==> src/rtl/ins_loader_pkg.sv <==
// Shared definitions for the UART instruction loader: receiver states,
// default timing parameters and the instruction-memory geometry.
package ins_loader_pkg;

    // Receiver frame states
    typedef enum logic [1:0] {
        IDLE  = 2'd0,
        START = 2'd1,
        DATA  = 2'd2,
        STOP  = 2'd3
    } rx_state_t;

    // 50 MHz system clock, 115200 baud
    localparam int DEF_CLKS_PER_BIT = 434;
    // 100 ms of idle line between bytes of one word
    localparam int DEF_TIMEOUT_CYC  = 5_000_000;
    // Instruction memory depth in 32-bit words
    localparam int IMEM_WORDS       = 256;
    localparam int WIDX_W           = $clog2(IMEM_WORDS);

    // Word index to byte address; the upper bits stay zero so the address
    // wraps together with the word index.
    function automatic logic [31:0] word_to_addr(input logic [WIDX_W-1:0] idx);
        return {{(32-WIDX_W-2){1'b0}}, idx, 2'b00};
    endfunction

endpackage

==> src/rtl/ins_loader_uart_rx.sv <==
// 8N1 UART receiver: two-flop input synchronizer, start-edge detection,
// mid-bit sampling, one-cycle byte-valid and framing-error pulses.
module uart_rx
    import ins_loader_pkg::*;
#(
    parameter int CLKS_PER_BIT = DEF_CLKS_PER_BIT
) (
    input  logic       clk,
    input  logic       rst_n,
    input  logic       clr,
    input  logic       rxd,
    output logic [7:0] data,
    output logic       data_vld,
    output logic       frm_err,
    output logic       busy
);

    localparam int HALF_BIT = (CLKS_PER_BIT / 2 > 0) ? CLKS_PER_BIT / 2 : 1;
    localparam int CNT_W    = $clog2(CLKS_PER_BIT + 1);
    localparam logic [CNT_W-1:0] BIT_LAST  = CNT_W'(CLKS_PER_BIT - 1);
    localparam logic [CNT_W-1:0] HALF_LAST = CNT_W'(HALF_BIT - 1);

    rx_state_t        state;
    rx_state_t        state_nxt;
    logic             rxd_meta;
    logic             rxd_sync;
    logic             rxd_prev;
    logic [CNT_W-1:0] cnt;
    logic [CNT_W-1:0] cnt_nxt;
    logic [2:0]       bit_idx;
    logic [2:0]       bit_idx_nxt;
    logic [7:0]       shreg;
    logic [7:0]       shreg_nxt;

    // Synchronize the asynchronous line and keep one extra flop for edge detection
    always_ff @(posedge clk or negedge rst_n) begin
        if (!rst_n) begin
            rxd_meta <= 1'b1;
            rxd_sync <= 1'b1;
            rxd_prev <= 1'b1;
        end else begin
            rxd_meta <= rxd;
            rxd_sync <= rxd_meta;
            rxd_prev <= rxd_sync;
        end
    end

    // Receiver state, bit-timing counter, bit index and shift register
    always_ff @(posedge clk or negedge rst_n) begin
        if (!rst_n) begin
            state   <= IDLE;
            cnt     <= '0;
            bit_idx <= '0;
            shreg   <= '0;
        end else begin
            state   <= state_nxt;
            cnt     <= cnt_nxt;
            bit_idx <= bit_idx_nxt;
            shreg   <= shreg_nxt;
        end
    end

    // Next-state logic: sample mid-bit, pulse valid or error on the stop bit
    always_comb begin
        state_nxt   = state;
        cnt_nxt     = cnt;
        bit_idx_nxt = bit_idx;
        shreg_nxt   = shreg;
        data_vld    = 1'b0;
        frm_err     = 1'b0;
        case (state)
            IDLE: begin
                cnt_nxt     = '0;
                bit_idx_nxt = '0;
                if (rxd_prev && !rxd_sync) begin
                    state_nxt = START;
                end
            end
            START: begin
                if (cnt == HALF_LAST) begin
                    cnt_nxt   = '0;
                    // A line that is high again by mid start bit was a glitch
                    state_nxt = rxd_sync ? IDLE : DATA;
                end else begin
                    cnt_nxt = cnt + 1'b1;
                end
            end
            DATA: begin
                if (cnt == BIT_LAST) begin
                    cnt_nxt     = '0;
                    shreg_nxt   = {rxd_sync, shreg[7:1]};
                    bit_idx_nxt = bit_idx + 3'd1;
                    if (bit_idx == 3'd7) begin
                        state_nxt = STOP;
                    end
                end else begin
                    cnt_nxt = cnt + 1'b1;
                end
            end
            STOP: begin
                if (cnt == BIT_LAST) begin
                    cnt_nxt   = '0;
                    state_nxt = IDLE;
                    data_vld  = rxd_sync;
                    frm_err   = !rxd_sync;
                end else begin
                    cnt_nxt = cnt + 1'b1;
                end
            end
            default: begin
                state_nxt = IDLE;
            end
        endcase
        // Disabled loader: abandon any frame in flight and report nothing
        if (clr) begin
            state_nxt   = IDLE;
            cnt_nxt     = '0;
            bit_idx_nxt = '0;
            data_vld    = 1'b0;
            frm_err     = 1'b0;
        end
    end

    assign data = shreg;
    assign busy = (state != IDLE);

endmodule

==> src/rtl/ins_loader.sv <==
// UART instruction loader: gathers four received bytes big-endian into a
// 32-bit word and writes it to consecutive instruction-memory addresses.
module ins_loader
    import ins_loader_pkg::*;
#(
    parameter int CLKS_PER_BIT = DEF_CLKS_PER_BIT,
    parameter int TIMEOUT_CYC  = DEF_TIMEOUT_CYC
) (
    input  logic        CLK,
    input  logic        nRST,
    input  logic        EN,
    input  logic        RXD,
    output logic [31:0] W_Ins,
    output logic [31:0] W_ADDR,
    output logic        WE,
    output logic        BUSY,
    output logic        ERR,
    output logic [7:0]  WCOUNT
);

    localparam int TO_W = $clog2(TIMEOUT_CYC + 1);
    localparam logic [TO_W-1:0] TO_LAST = TO_W'(TIMEOUT_CYC - 1);

    logic [7:0]        rx_byte_p0;
    logic              rx_vld_p0;
    logic              rx_err_p0;
    logic              rx_busy;
    logic              byte_acc;
    logic [1:0]        byte_idx;
    logic [23:0]       word_buf;
    logic [TO_W-1:0]   to_cnt;
    logic [WIDX_W-1:0] word_idx;
    logic              vld_p1;
    logic [31:0]       ins_p1;
    logic              err_q;

    uart_rx #(
        .CLKS_PER_BIT(CLKS_PER_BIT)
    ) u_rx (
        .clk      (CLK),
        .rst_n    (nRST),
        .clr      (!EN),
        .rxd      (RXD),
        .data     (rx_byte_p0),
        .data_vld (rx_vld_p0),
        .frm_err  (rx_err_p0),
        .busy     (rx_busy)
    );

    // Stage p0: a received byte is only taken while the loader is enabled
    assign byte_acc = rx_vld_p0 && EN;

    // Byte index, inter-byte timeout, sticky error, write strobe and word index
    always_ff @(posedge CLK or negedge nRST) begin
        if (!nRST) begin
            byte_idx <= '0;
            to_cnt   <= '0;
            err_q    <= 1'b0;
            vld_p1   <= 1'b0;
            word_idx <= '0;
        end else if (!EN) begin
            byte_idx <= '0;
            to_cnt   <= '0;
            err_q    <= 1'b0;
            vld_p1   <= 1'b0;
            word_idx <= '0;
        end else begin
            vld_p1 <= 1'b0;
            // Address advances the cycle after the strobe so it is stable during WE
            if (vld_p1) begin
                word_idx <= word_idx + 1'b1;
            end
            if (byte_acc) begin
                to_cnt   <= '0;
                byte_idx <= byte_idx + 2'd1;
                if (byte_idx == 2'd3) begin
                    vld_p1 <= 1'b1;
                end
            end else if (byte_idx != 2'd0) begin
                if (to_cnt == TO_LAST) begin
                    // Stale partial word: drop it, keep the write address
                    byte_idx <= '0;
                    to_cnt   <= '0;
                    err_q    <= 1'b1;
                end else begin
                    to_cnt <= to_cnt + 1'b1;
                end
            end else begin
                to_cnt <= '0;
            end
            if (rx_err_p0) begin
                err_q <= 1'b1;
            end
        end
    end

    // Collect the leading three bytes of a word, oldest ending up in the top byte
    always_ff @(posedge CLK) begin
        if (byte_acc) begin
            word_buf <= {word_buf[15:0], rx_byte_p0};
        end
    end

    // Stage p1: the completed word is published only together with its strobe
    always_ff @(posedge CLK or negedge nRST) begin
        if (!nRST) begin
            ins_p1 <= '0;
        end else if (byte_acc && (byte_idx == 2'd3)) begin
            ins_p1 <= {word_buf, rx_byte_p0};
        end
    end

    assign W_Ins  = ins_p1;
    assign WE     = vld_p1 && EN;
    assign W_ADDR = word_to_addr(word_idx);
    assign WCOUNT = word_idx;
    assign BUSY   = rx_busy || (byte_idx != 2'd0);
    assign ERR    = err_q;

endmodule
==> config.mk <==
export PLATFORM = sky130hd
export DESIGN_NAME = ins_loader
export DESIGN_NICKNAME = d
export VERILOG_FILES = /design/src/rtl/ins_loader_pkg.sv /design/src/rtl/ins_loader_uart_rx.sv /design/src/rtl/ins_loader.sv
export SDC_FILE = /design/constraint.sdc
export NUM_CORES = 1
export LEC_CHECK = 0
export ABC_AREA = 1
export BUFFER_PORTS_ARGS = -buffer_cell sky130_fd_sc_hd__buf_2
export CORE_ASPECT_RATIO = 1.4
export CORE_MARGIN = 3
export CORE_UTILIZATION = 41
export DETAILED_ROUTE_END_ITERATION = 8
export PLACE_DENSITY_LB_ADDON = 0.25
export SLEW_MARGIN = 10
export SYNTH_ARGS = -nofsm -noshare
export SYNTH_HDL_FRONTEND = slang
export SYNTH_SLANG_ARGS = --single-unit
==> constraint.sdc <==
create_clock -name CLK -period 2.7 [get_ports CLK]
set_input_delay 0.54 -clock CLK [delete_from_list [all_inputs] [get_ports CLK]]
set_output_delay 0.54 -clock CLK [all_outputs]
set_load 0.05 [all_outputs]
==> results.sh <==
export IMPL_drtIter0Drc=175
export IMPL_root_buffer="clkbuf_16"
export IMPL_synthToLayoutAreaGrowth_pct=15.7
export IMPL_place_inst=777
export IMPL_clock_latency_ns=0.41
export IMPL_whs_ns=0.157
export IMPL_drc=0
export IMPL_critPathMaxFanout=3
export IMPL_synth_mux_area_share_pct=0
export IMPL_use_met1_pct=17.4
export IMPL_cts_max_level=4
export IMPL_chipHeight_um=142
export IMPL_final_util_pct=49.6
export IMPL_cts_tree="yes"
export IMPL_num_vias=3831
export IMPL_synth_compound_area_share_pct=2.47
export IMPL_synthCells=586
export IMPL_drive_gt1_share_pct=17.5
export IMPL_place_gp_congestion=0.881
export IMPL_fin_area_um2=6220
export IMPL_busiest_layer="met2"
export IMPL_antenna_found_initial=0
export IMPL_rrSetupSlack_ns=0.68
export IMPL_end_kind="primary output"
export IMPL_io_buffers=54
export IMPL_p_per_area_nw_per_um2=709
export IMPL_wl_per_cell_um=12.6
export IMPL_ys_warn_count=0
export IMPL_timing_fmax_ghz=0.491
export IMPL_cts_hold_buf=0
export IMPL_rsz0062_at_grt="false"
export IMPL_slew_headroom_pct=56.8
export IMPL_rr_worst_depth=11
export IMPL_clk_path_buf_depth=2
export IMPL_cts_buffers=17
export IMPL_rr_startpoint="u_rx.cnt[1]"
export IMPL_finalHoldViolations=0
export IMPL_worst_setup_path_type="flip-flop to primary output"
export IMPL_synth_xor_area_share_pct=2.93
export IMPL_final_cell_mix="nand2_1 (182), dfrtp_1 (89), nor2_1 (70)"
export IMPL_syn_area_um2=5380
export IMPL_viasPerCell=4.74
export IMPL_synth_top_family_by_area="simple AND/OR/NAND/NOR gates"
export IMPL_vdd_drop_max_v=0.000279
export IMPL_instances_no_fill=809
export IMPL_num_rows=48
export IMPL_clock_skew_ns=0.00611
export IMPL_first_global_vias=3814
export IMPL_seq_area_frac_synth_pct=56.3
export IMPL_grt_max_degree=51
export IMPL_use_met2_pct=25.8
export IMPL_period_share_pct=75.4
export IMPL_setup_ws_ns=0.665
export IMPL_placed_cell_area_um2=5630
export IMPL_chipWidth_um=103
export IMPL_cap_violations=0
export IMPL_fin_nets=659
export IMPL_start_util_pct=42.9
export IMPL_multi_input_area_um2=1900
export IMPL_synthAdderAreaFrac_pct=2.09
export IMPL_tns_ns=0
export IMPL_cp_data_arrival_time_ns=1.49
export IMPL_core_area_um2=12600
export IMPL_drtPass1Iterations=4
export IMPL_antennaDiodeCount=0
export IMPL_overflow=0
export IMPL_final_common_cell="nand2_1"
export IMPL_synth_simple_gate_area_share_pct=26.1
export IMPL_worst_pin_slew_ns=0.647
export IMPL_required_ns=2.16
export IMPL_status="completed"
export IMPL_ant_nets=0
export IMPL_slew_violations=0
export IMPL_nFillCells=1198
export IMPL_post_cts_resized=0
export IMPL_dp_hpwl_um=7320
export IMPL_hp_class="input port to asynchronous set/reset pin"
export IMPL_cts_setup_buffers=0
export IMPL_dpl_worst_slack_ns=0.602
export IMPL_critPathLaunchType="flip-flop"
export IMPL_wl_um=10200
export IMPL_cts_sinks=116
export IMPL_grt_usage_pct=15.2
export IMPL_setup_violations=0
export IMPL_clk_pin_slew_ns=0.05
export IMPL_fin_crit_ns=2.03
export IMPL_timing_rr_end="W_Ins[25]"
export IMPL_syn_area_per_cell_um2=9.18
export IMPL_regArea_um2=3030
export IMPL_synth_seq_cells=116
export IMPL_dieArea_um2=14500
export IMPL_power_mw=4.41
export IMPL_grt_first_pass_wirelength_um=17400
export IMPL_synth_distinct_cells=33
export IMPL_use_met3_pct=3.39
export IMPL_p_leak_nw=3.17
export IMPL_pin_count=79
==> sequential cells by signal, summed over array words and instances (netlist names) <==
signal / flops
u_rx.data: 8
vld_p1: 1
to_cnt: 23
WCOUNT: 8
byte_idx: 2
u_rx.state: 2
ERR: 1
u_rx.rxd_prev: 1
u_rx.cnt: 9
u_rx.rxd_sync: 1
word_buf: 24
W_Ins: 32
u_rx.bit_idx: 3
u_rx.rxd_meta: 1
==> kinds of logic after synthesis <==
kind of cell | count (synthesis)
simple gates | 323
flops | 116
buf+inv | 94
compound gates | 25
xor+xnor | 18
fa+ha+maj | 9
other cells | 1
==> per-layer routing <==
layer / wire, um / up-vias
met4: 299 / 0
met2: 5260 / 84
met3: 369 / 28
li1: - / 1920
met5: 0 / -
met1: 4230 / 1799
==> critical path: stages, from the launching register on <==
cell	delay [ns]
dfrtp_1	0.37
inv_1	0.07
ha_1	0.27
nand3_1	0.11
buf_2	0.27
==> final cells by class <==
type                            count  area share, %
Sequential cell                   116           48.6
Multi-Input combinational cell    399           30.5
Inverter                           52           3.14
Timing Repair Buffer               60           5.11
Tap cell                          150           3.02
Clock inverter                     15           2.75
Clock buffer                       17           6.84
==> report_power, final <==
part	leakage [nW]	internal, mW	switching [mW]
Clock	0.292	1.38	0.847
Sequential	1.55	1.81	0.0366
Combinational	1.33	0.0679	0.266
Total	3.17	3.26	1.15
==> worst max-delay path by stage <==
| stage | from | end | slack [ns] | cells past startpoint |
|---|---|---|---|---|
| global placement | EN | W_Ins[6] | 0.66 | 6 |
| finish | byte_idx[0] | BUSY | 0.67 | 4 |
| floorplan | u_rx.cnt[1] | word_buf[0] | 0.81 | 8 |
| detailed placement | EN | W_Ins[7] | 0.60 | 6 |
| global route | u_rx.cnt[1] | W_Ins[31] | 0.46 | 11 |
| CTS | byte_idx[0] | BUSY | 0.64 | 4 |
==> Yosys cell counts, drive strengths merged <==
cell type / n / area (um2)
dfrtp: 89 / 2230
inv: 52 / 195
ha: 9 / 113
dfstp: 3 / 78.8
nand3b: 1 / 7.51
xor2: 11 / 96.3
o21ai: 13 / 65.1
xnor2: 7 / 61.3
edfxtp: 24 / 721
nor4: 1 / 21.3
and3: 1 / 6.26
a21oi: 8 / 40.0
nand4: 12 / 90.1
nor2: 78 / 328
nand2: 189 / 732
conb: 1 / 3.75
nor3: 15 / 91.3
nand3: 26 / 130
o31ai: 2 / 15.0
a31oi: 1 / 6.26
buf: 42 / 344
o22ai: 1 / 6.26
Note: power is estimated with default switching activity, not from simulation.
